===== src/rtl/alu_seq_pkg.sv =====
// Shared types and constants for the ALU operation sequencer: state encoding,
// logic-ALU opcodes and the fixed datapath widths.
package alu_seq_pkg;

    localparam int DATA_W = 8;
    localparam int REG_W  = 3;
    localparam int OP_W   = 2;

    typedef enum logic [1:0] {
        IDLE = 2'd0,
        RD_A = 2'd1,
        RD_B = 2'd2,
        WB   = 2'd3
    } seq_state_t;

    localparam logic [OP_W-1:0] OP_AND  = 2'b00;
    localparam logic [OP_W-1:0] OP_OR   = 2'b01;
    localparam logic [OP_W-1:0] OP_NAND = 2'b10;
    localparam logic [OP_W-1:0] OP_NOR  = 2'b11;

endpackage


===== src/rtl/alu_op_sequencer_if.sv =====
// Instruction channel between an instruction source (master) and the
// sequencer (slave), with a valid/ready handshake.
interface alu_op_sequencer_if;
    import alu_seq_pkg::*;

    logic              instr_valid;
    logic              instr_ready;
    logic              instr_load;
    logic [OP_W-1:0]   instr_op;
    logic [REG_W-1:0]  instr_rd;
    logic [REG_W-1:0]  instr_rs1;
    logic [REG_W-1:0]  instr_rs2;
    logic [DATA_W-1:0] instr_imm;

    modport master (
        output instr_valid,
        output instr_load,
        output instr_op,
        output instr_rd,
        output instr_rs1,
        output instr_rs2,
        output instr_imm,
        input  instr_ready
    );

    modport slave (
        input  instr_valid,
        input  instr_load,
        input  instr_op,
        input  instr_rd,
        input  instr_rs1,
        input  instr_rs2,
        input  instr_imm,
        output instr_ready
    );

endinterface


===== src/rtl/alu_op_sequencer.sv =====
// Multi-cycle controller: accepts one instruction, reads two operands through
// the single register-file read port, drives the ALU and writes the result back.
module alu_op_sequencer
    import alu_seq_pkg::*;
(
    input  logic               clk,
    input  logic               rst,
    alu_op_sequencer_if.slave  instr,
    output logic [REG_W-1:0]   rf_read_reg,
    input  logic [DATA_W-1:0]  rf_read_data,
    output logic [REG_W-1:0]   rf_write_reg,
    output logic [DATA_W-1:0]  rf_write_data,
    output logic               rf_write_enable,
    output logic [OP_W-1:0]    alu_opcode,
    output logic [DATA_W-1:0]  alu_a,
    output logic [DATA_W-1:0]  alu_b,
    input  logic [DATA_W-1:0]  alu_result,
    output logic               done,
    output logic [DATA_W-1:0]  result,
    output logic [7:0]         retired_count
);

    seq_state_t        state_reg;
    seq_state_t        state_next;
    logic [DATA_W-1:0] a_reg;
    logic [DATA_W-1:0] b_reg;
    logic [OP_W-1:0]   op_reg;
    logic [REG_W-1:0]  rd_reg;
    logic [REG_W-1:0]  rs1_reg;
    logic [REG_W-1:0]  rs2_reg;
    logic              done_reg;
    logic [DATA_W-1:0] result_reg;
    logic [7:0]        retired_reg;

    always_ff @(posedge clk) begin
        if (rst) begin
            state_reg <= IDLE;
        end else begin
            state_reg <= state_next;
        end
    end

    always_comb begin
        state_next        = state_reg;
        instr.instr_ready = 1'b0;
        rf_read_reg       = '0;
        rf_write_enable   = 1'b0;
        case (state_reg)
            IDLE: begin
                instr.instr_ready = 1'b1;
                if (instr.instr_valid) begin
                    state_next = instr.instr_load ? WB : RD_A;
                end
            end
            RD_A: begin
                rf_read_reg = rs1_reg;
                state_next  = RD_B;
            end
            RD_B: begin
                rf_read_reg = rs2_reg;
                state_next  = WB;
            end
            WB: begin
                rf_write_enable = 1'b1;
                state_next      = IDLE;
            end
            default: state_next = IDLE;
        endcase
    end

    // A load is folded into the ALU path as imm OR imm, so WB needs no special case.
    always_ff @(posedge clk) begin
        if (rst) begin
            a_reg       <= '0;
            b_reg       <= '0;
            op_reg      <= OP_AND;
            rd_reg      <= '0;
            rs1_reg     <= '0;
            rs2_reg     <= '0;
            done_reg    <= 1'b0;
            result_reg  <= '0;
            retired_reg <= '0;
        end else begin
            done_reg <= (state_reg == WB);
            case (state_reg)
                IDLE: begin
                    if (instr.instr_valid) begin
                        rd_reg  <= instr.instr_rd;
                        rs1_reg <= instr.instr_rs1;
                        rs2_reg <= instr.instr_rs2;
                        if (instr.instr_load) begin
                            a_reg  <= instr.instr_imm;
                            b_reg  <= instr.instr_imm;
                            op_reg <= OP_OR;
                        end else begin
                            op_reg <= instr.instr_op;
                        end
                    end
                end
                RD_A: a_reg <= rf_read_data;
                RD_B: b_reg <= rf_read_data;
                WB: begin
                    result_reg  <= alu_result;
                    retired_reg <= retired_reg + 8'd1;
                end
                default: ;
            endcase
        end
    end

    assign rf_write_reg  = rd_reg;
    assign rf_write_data = alu_result;
    assign alu_opcode    = op_reg;
    assign alu_a         = a_reg;
    assign alu_b         = b_reg;
    assign done          = done_reg;
    assign result        = result_reg;
    assign retired_count = retired_reg;

endmodule


===== src/flat_wrapper.sv =====
// flat-port wrapper written by rule: the top's interface ports become plain ports
module alu_op_sequencer_flat import alu_seq_pkg::*;
  (clk, rst, rf_read_reg, rf_read_data, rf_write_reg, rf_write_data, rf_write_enable, alu_opcode, alu_a, alu_b, alu_result, done, result, retired_count, instr_instr_valid, instr_instr_load, instr_instr_op, instr_instr_rd, instr_instr_rs1, instr_instr_rs2, instr_instr_imm, instr_instr_ready);
  alu_op_sequencer_if instr_i ();
  input  logic clk;
  input  logic rst;
  output logic [REG_W-1:0] rf_read_reg;
  input  logic [DATA_W-1:0] rf_read_data;
  output logic [REG_W-1:0] rf_write_reg;
  output logic [DATA_W-1:0] rf_write_data;
  output logic rf_write_enable;
  output logic [OP_W-1:0] alu_opcode;
  output logic [DATA_W-1:0] alu_a;
  output logic [DATA_W-1:0] alu_b;
  input  logic [DATA_W-1:0] alu_result;
  output logic done;
  output logic [DATA_W-1:0] result;
  output logic [7:0] retired_count;
  input wire logic [$bits(instr_i.instr_valid)-1:0] instr_instr_valid;
  input wire logic [$bits(instr_i.instr_load)-1:0] instr_instr_load;
  input wire logic [$bits(instr_i.instr_op)-1:0] instr_instr_op;
  input wire logic [$bits(instr_i.instr_rd)-1:0] instr_instr_rd;
  input wire logic [$bits(instr_i.instr_rs1)-1:0] instr_instr_rs1;
  input wire logic [$bits(instr_i.instr_rs2)-1:0] instr_instr_rs2;
  input wire logic [$bits(instr_i.instr_imm)-1:0] instr_instr_imm;
  output wire logic [$bits(instr_i.instr_ready)-1:0] instr_instr_ready;
  assign instr_i.instr_valid = instr_instr_valid;
  assign instr_i.instr_load = instr_instr_load;
  assign instr_i.instr_op = instr_instr_op;
  assign instr_i.instr_rd = instr_instr_rd;
  assign instr_i.instr_rs1 = instr_instr_rs1;
  assign instr_i.instr_rs2 = instr_instr_rs2;
  assign instr_i.instr_imm = instr_instr_imm;
  assign instr_instr_ready = instr_i.instr_ready;
  alu_op_sequencer u_core (.clk(clk), .rst(rst), .instr(instr_i), .rf_read_reg(rf_read_reg), .rf_read_data(rf_read_data), .rf_write_reg(rf_write_reg), .rf_write_data(rf_write_data), .rf_write_enable(rf_write_enable), .alu_opcode(alu_opcode), .alu_a(alu_a), .alu_b(alu_b), .alu_result(alu_result), .done(done), .result(result), .retired_count(retired_count));
endmodule

===== config.mk =====
export PLATFORM = sky130hd
export DESIGN_NAME = alu_op_sequencer_flat
export DESIGN_NICKNAME = d
export VERILOG_FILES = /design/src/rtl/alu_seq_pkg.sv /design/src/rtl/alu_op_sequencer_if.sv /design/src/rtl/alu_op_sequencer.sv /design/src/flat_wrapper.sv
export SDC_FILE = /design/constraint.sdc
export NUM_CORES = 1
export LEC_CHECK = 0
export ABC_AREA = 1
export CORE_MARGIN = 5
export CORE_UTILIZATION = 46
export DETAILED_ROUTE_END_ITERATION = 10
export GPL_TIMING_DRIVEN = 0
export HOLD_SLACK_MARGIN = 0.05
export PLACE_DENSITY = 0.85
export SLEW_MARGIN = 10
export SYNTH_ARGS = -nofsm -noshare
export SYNTH_HDL_FRONTEND = slang
export SYNTH_SLANG_ARGS = --single-unit
export TNS_END_PERCENT = 20

===== constraint.sdc =====
create_clock -name clk -period 2.6 [get_ports clk]
set_input_delay 0.78 -clock clk [delete_from_list [all_inputs] [get_ports clk]]
set_output_delay 0.78 -clock clk [all_outputs]
set_load 0.01 [all_outputs]

==> results.md <==
- Status: completed
- Postcts setup bufs: 0
- Nets@finish: 463
- Hold_buf cts: 0
- Die Width: 79.3 microns
- Fmax: 401 MHz
- Num rows: 25
- Final WL: 5850 microns
- Slowest CP cell: dfxtp_2
- Antenna fix cells: 0
- Maxcap violations: 0
- Core region area: 0.00469 sq mm
- Layout area overhead: 46.6%
- Register share of total power: 33.5%
- Switch share: 39.2%
- Yosys top cell area share: 41.7%
- Type of origin of the critical path: register
- DR DRC count: 0
- CP Capture Type: output port
- GRT Total Usage: 19.6%
- Power per cell area: 915 mW/mm^2
- Total clock sinks: 46
- Layout cells sized above 1: 10.6%
- Required @ worst endpoint: 1.82 ns
- Pins Over Slew Limit: 0
- Synthesized net count: 368
- P_int: 1.80 mW
- Routed vias: 2269
- First-pass GRT wire length: 9940 microns
- Chip height: 79.3 microns
- DRT iter0 DRCs: 109
- Slew HR: 74.8%
- Leak: 1.49 nW
- Clk pwr share: 14.9%
- Antenna-violating nets left: 0
- Total grt overflow: 0
- Worst skew pair latency: 0.29 ns
- Switching power: 1.16 mW
- Commonest non-fill, non-tap cell in the layout: clkdlybuf4s50_1
- Worst slew pin tran: 0.378 ns
- Worst vdd ir: 0.443 mV
- Number of port buffers: 89
- Number of global-route vias before repair: 2293
- Detailed placer's ending HPWL: 4540 microns
- Inserted Clock Buffers: 5
- Initial antenna violation count: 0
- Syn avg cell area: 6.88 sq um
- Yosys cell types: 21
- Initial Util: 47.1%
- Gate power share: 51.6%
- Hold Vio Cnt, Final: 0
- CTS tree: done
- CP Data Arrival Time: 1.71 ns
- Critical Path Max Stage Delay: 0.35 ns
- Final min period: 2.49 ns
- Final Skew: 0.00813 ns
- Synth Flop Type: dfxtp_1
- Period utilization: 95.9%
- Clock-pin slew on the worst setup and hold paths: 0.08 ns
- Post-place setup slack: -0.0923 ns
- Post-synthesis register bit count: 46
- Root Driver: clkbuf_8
- Class of the worst hold path: register to register
- Via density: 4.82
- H-tree levels: 2
- Crit-path max FO: 19
- Worst Setup Path Type: register to output port
- Post-synth ARST share: 0%
- Die Footprint: 0.00629 sq mm
- RSZ-0062 raised after global routing: no
- Synthesis Warnings: 0
- Synth top area cells: dfxtp_1 42%, nor2_1 13%, nand2_1 11%, o21ai_0 8.4%, inv_1 6.3%
- Synthesized area: 0.00221 sq mm
- Post-synth EDFFs: 0
- Most frequent cells in the layout: 78 x clkdlybuf4s50_1, 77 x nor2_1, 63 x nand2_1, 44 x dfxtp_1
- Final worst setup slack: 0.106 ns
- Pin count of the biggest net entering global routing: 20
- Drt wl/cell: 12.4 microns
- Setup Viol. Count Final: 0
- Routability cong.: 0.824
- Clock Path Buffers: 2
- Cell taking the most area after synthesis: dfxtp_1
- Mapped Cells: 321
- Total power: 2.96 mW
- Cell Chain, Critical Path: inv_1 -> ha_1 -> buf_4 -> nand2_1 -> a21oi_1 -> dlygate4sd2_1
- Drt pass-1 iters: 4
- I/O pin cnt: 90
- Register area share after synthesis: 41.7%
## through the flow
stage          setup TNS [ns]  cells  hold slack (ns)  utilization, %  instance area [sq um]
2_1_floorplan               0    321            0.455               -                   2210
3_3_place_gp           -0.506    464            0.455            67.5                   3170
3_5_place_dp           -0.720    464            0.466            67.5                   3170
4_1_cts               -0.0336    471            0.482            69.0                   3240
5_1_grt                     0    471            0.513            69.0                   3240
6_report                    0    471            0.477            69.0                   3240
## cells by family after synthesis
logic type	count (synthesis)	synth area share, %
adders and majority gates	8	4.53
buffers and inverters	58	12.3
AOI/OAI and AO/OA	50	11.4
DFF	46	41.7
and+or+nand+nor	159	30.0
## layout make-up
class	count	area [sq um]
clock buffers	7	86.3
well taps	54	67.6
multi-input cells	217	1020
flip-flops and latches	46	923
clock inverters	1	5.00
plain buffers	19	126
fillers	417	1450
repair buffers	89	871
inverters	38	143
## worst max-delay path: cells and delay by family, from the launching register on
kind	cells	cell delay [ns]
buffers and inverters	3	0.64
flip-flops	1	0.35
adder cells (fa/ha/maj)	1	0.18
AO/OA/AOI/OAI	1	0.15
AND/OR/NAND/NOR	1	0.10
## Yosys cell counts, types with 2 or more instances
| cell type | number |
|---|---|
| ha_1 | 8 |
| nor3_1 | 2 |
| nor2_1 | 77 |
| buf_4 | 8 |
| buf_6 | 2 |
| nand2_1 | 63 |
| a21oi_1 | 11 |
| nand3_4 | 2 |
| nand3_1 | 5 |
| clkbuf_1 | 3 |
| buf_2 | 7 |
| o21ai_0 | 37 |
| inv_1 | 37 |
| nand2_2 | 6 |
| or2_4 | 2 |
| dfxtp_1 | 46 |
## path summary, 6_finish.rpt
| check | from | end | slack, ns | cells after the start |
|---|---|---|---|---|
| hold / removal | u_core.alu_opcode[1] | u_core.alu_opcode[1] | 0.48 | 2 |
| setup / recovery | u_core.state_reg[0] | rf_read_reg[0] | 0.11 | 6 |
| setup reg to reg | u_core.state_reg[0] | u_core.alu_b[1] | 1.06 | 7 |
| hold reg to reg | u_core.alu_opcode[1] | u_core.alu_opcode[1] | 0.48 | 2 |
## routing by layer
| layer | up-vias | GRT usage, % | routed length [microns] |
|---|---|---|---|
| met3 | 18 | 6.80 | 561 |
| met4 | 0 | 7.73 | 147 |
| met2 | 93 | 34.3 | 2770 |
| met5 | - | 0 | 0 |
| met1 | 992 | 21.6 | 2370 |
| li1 | 1166 | - | - |
## power by group through the flow
stage / combinational, mW / clock, mW / sequential (mW)
after floorplan: 0.885 / 0 / 1.05
after global placement: 1.49 / 0 / 0.996
after detailed placement: 1.53 / 0 / 1.00
after CTS: 1.53 / 0.458 / 0.993
after global routing: 1.73 / 0.483 / 1.01
final: 1.53 / 0.441 / 0.993
## timing repair
action                     CTS  global route
pin swaps                    0             0
resized for setup           13             1
setup endpoints to repair   11             1
No activity file was read; power rests on OpenSTA's default activity.
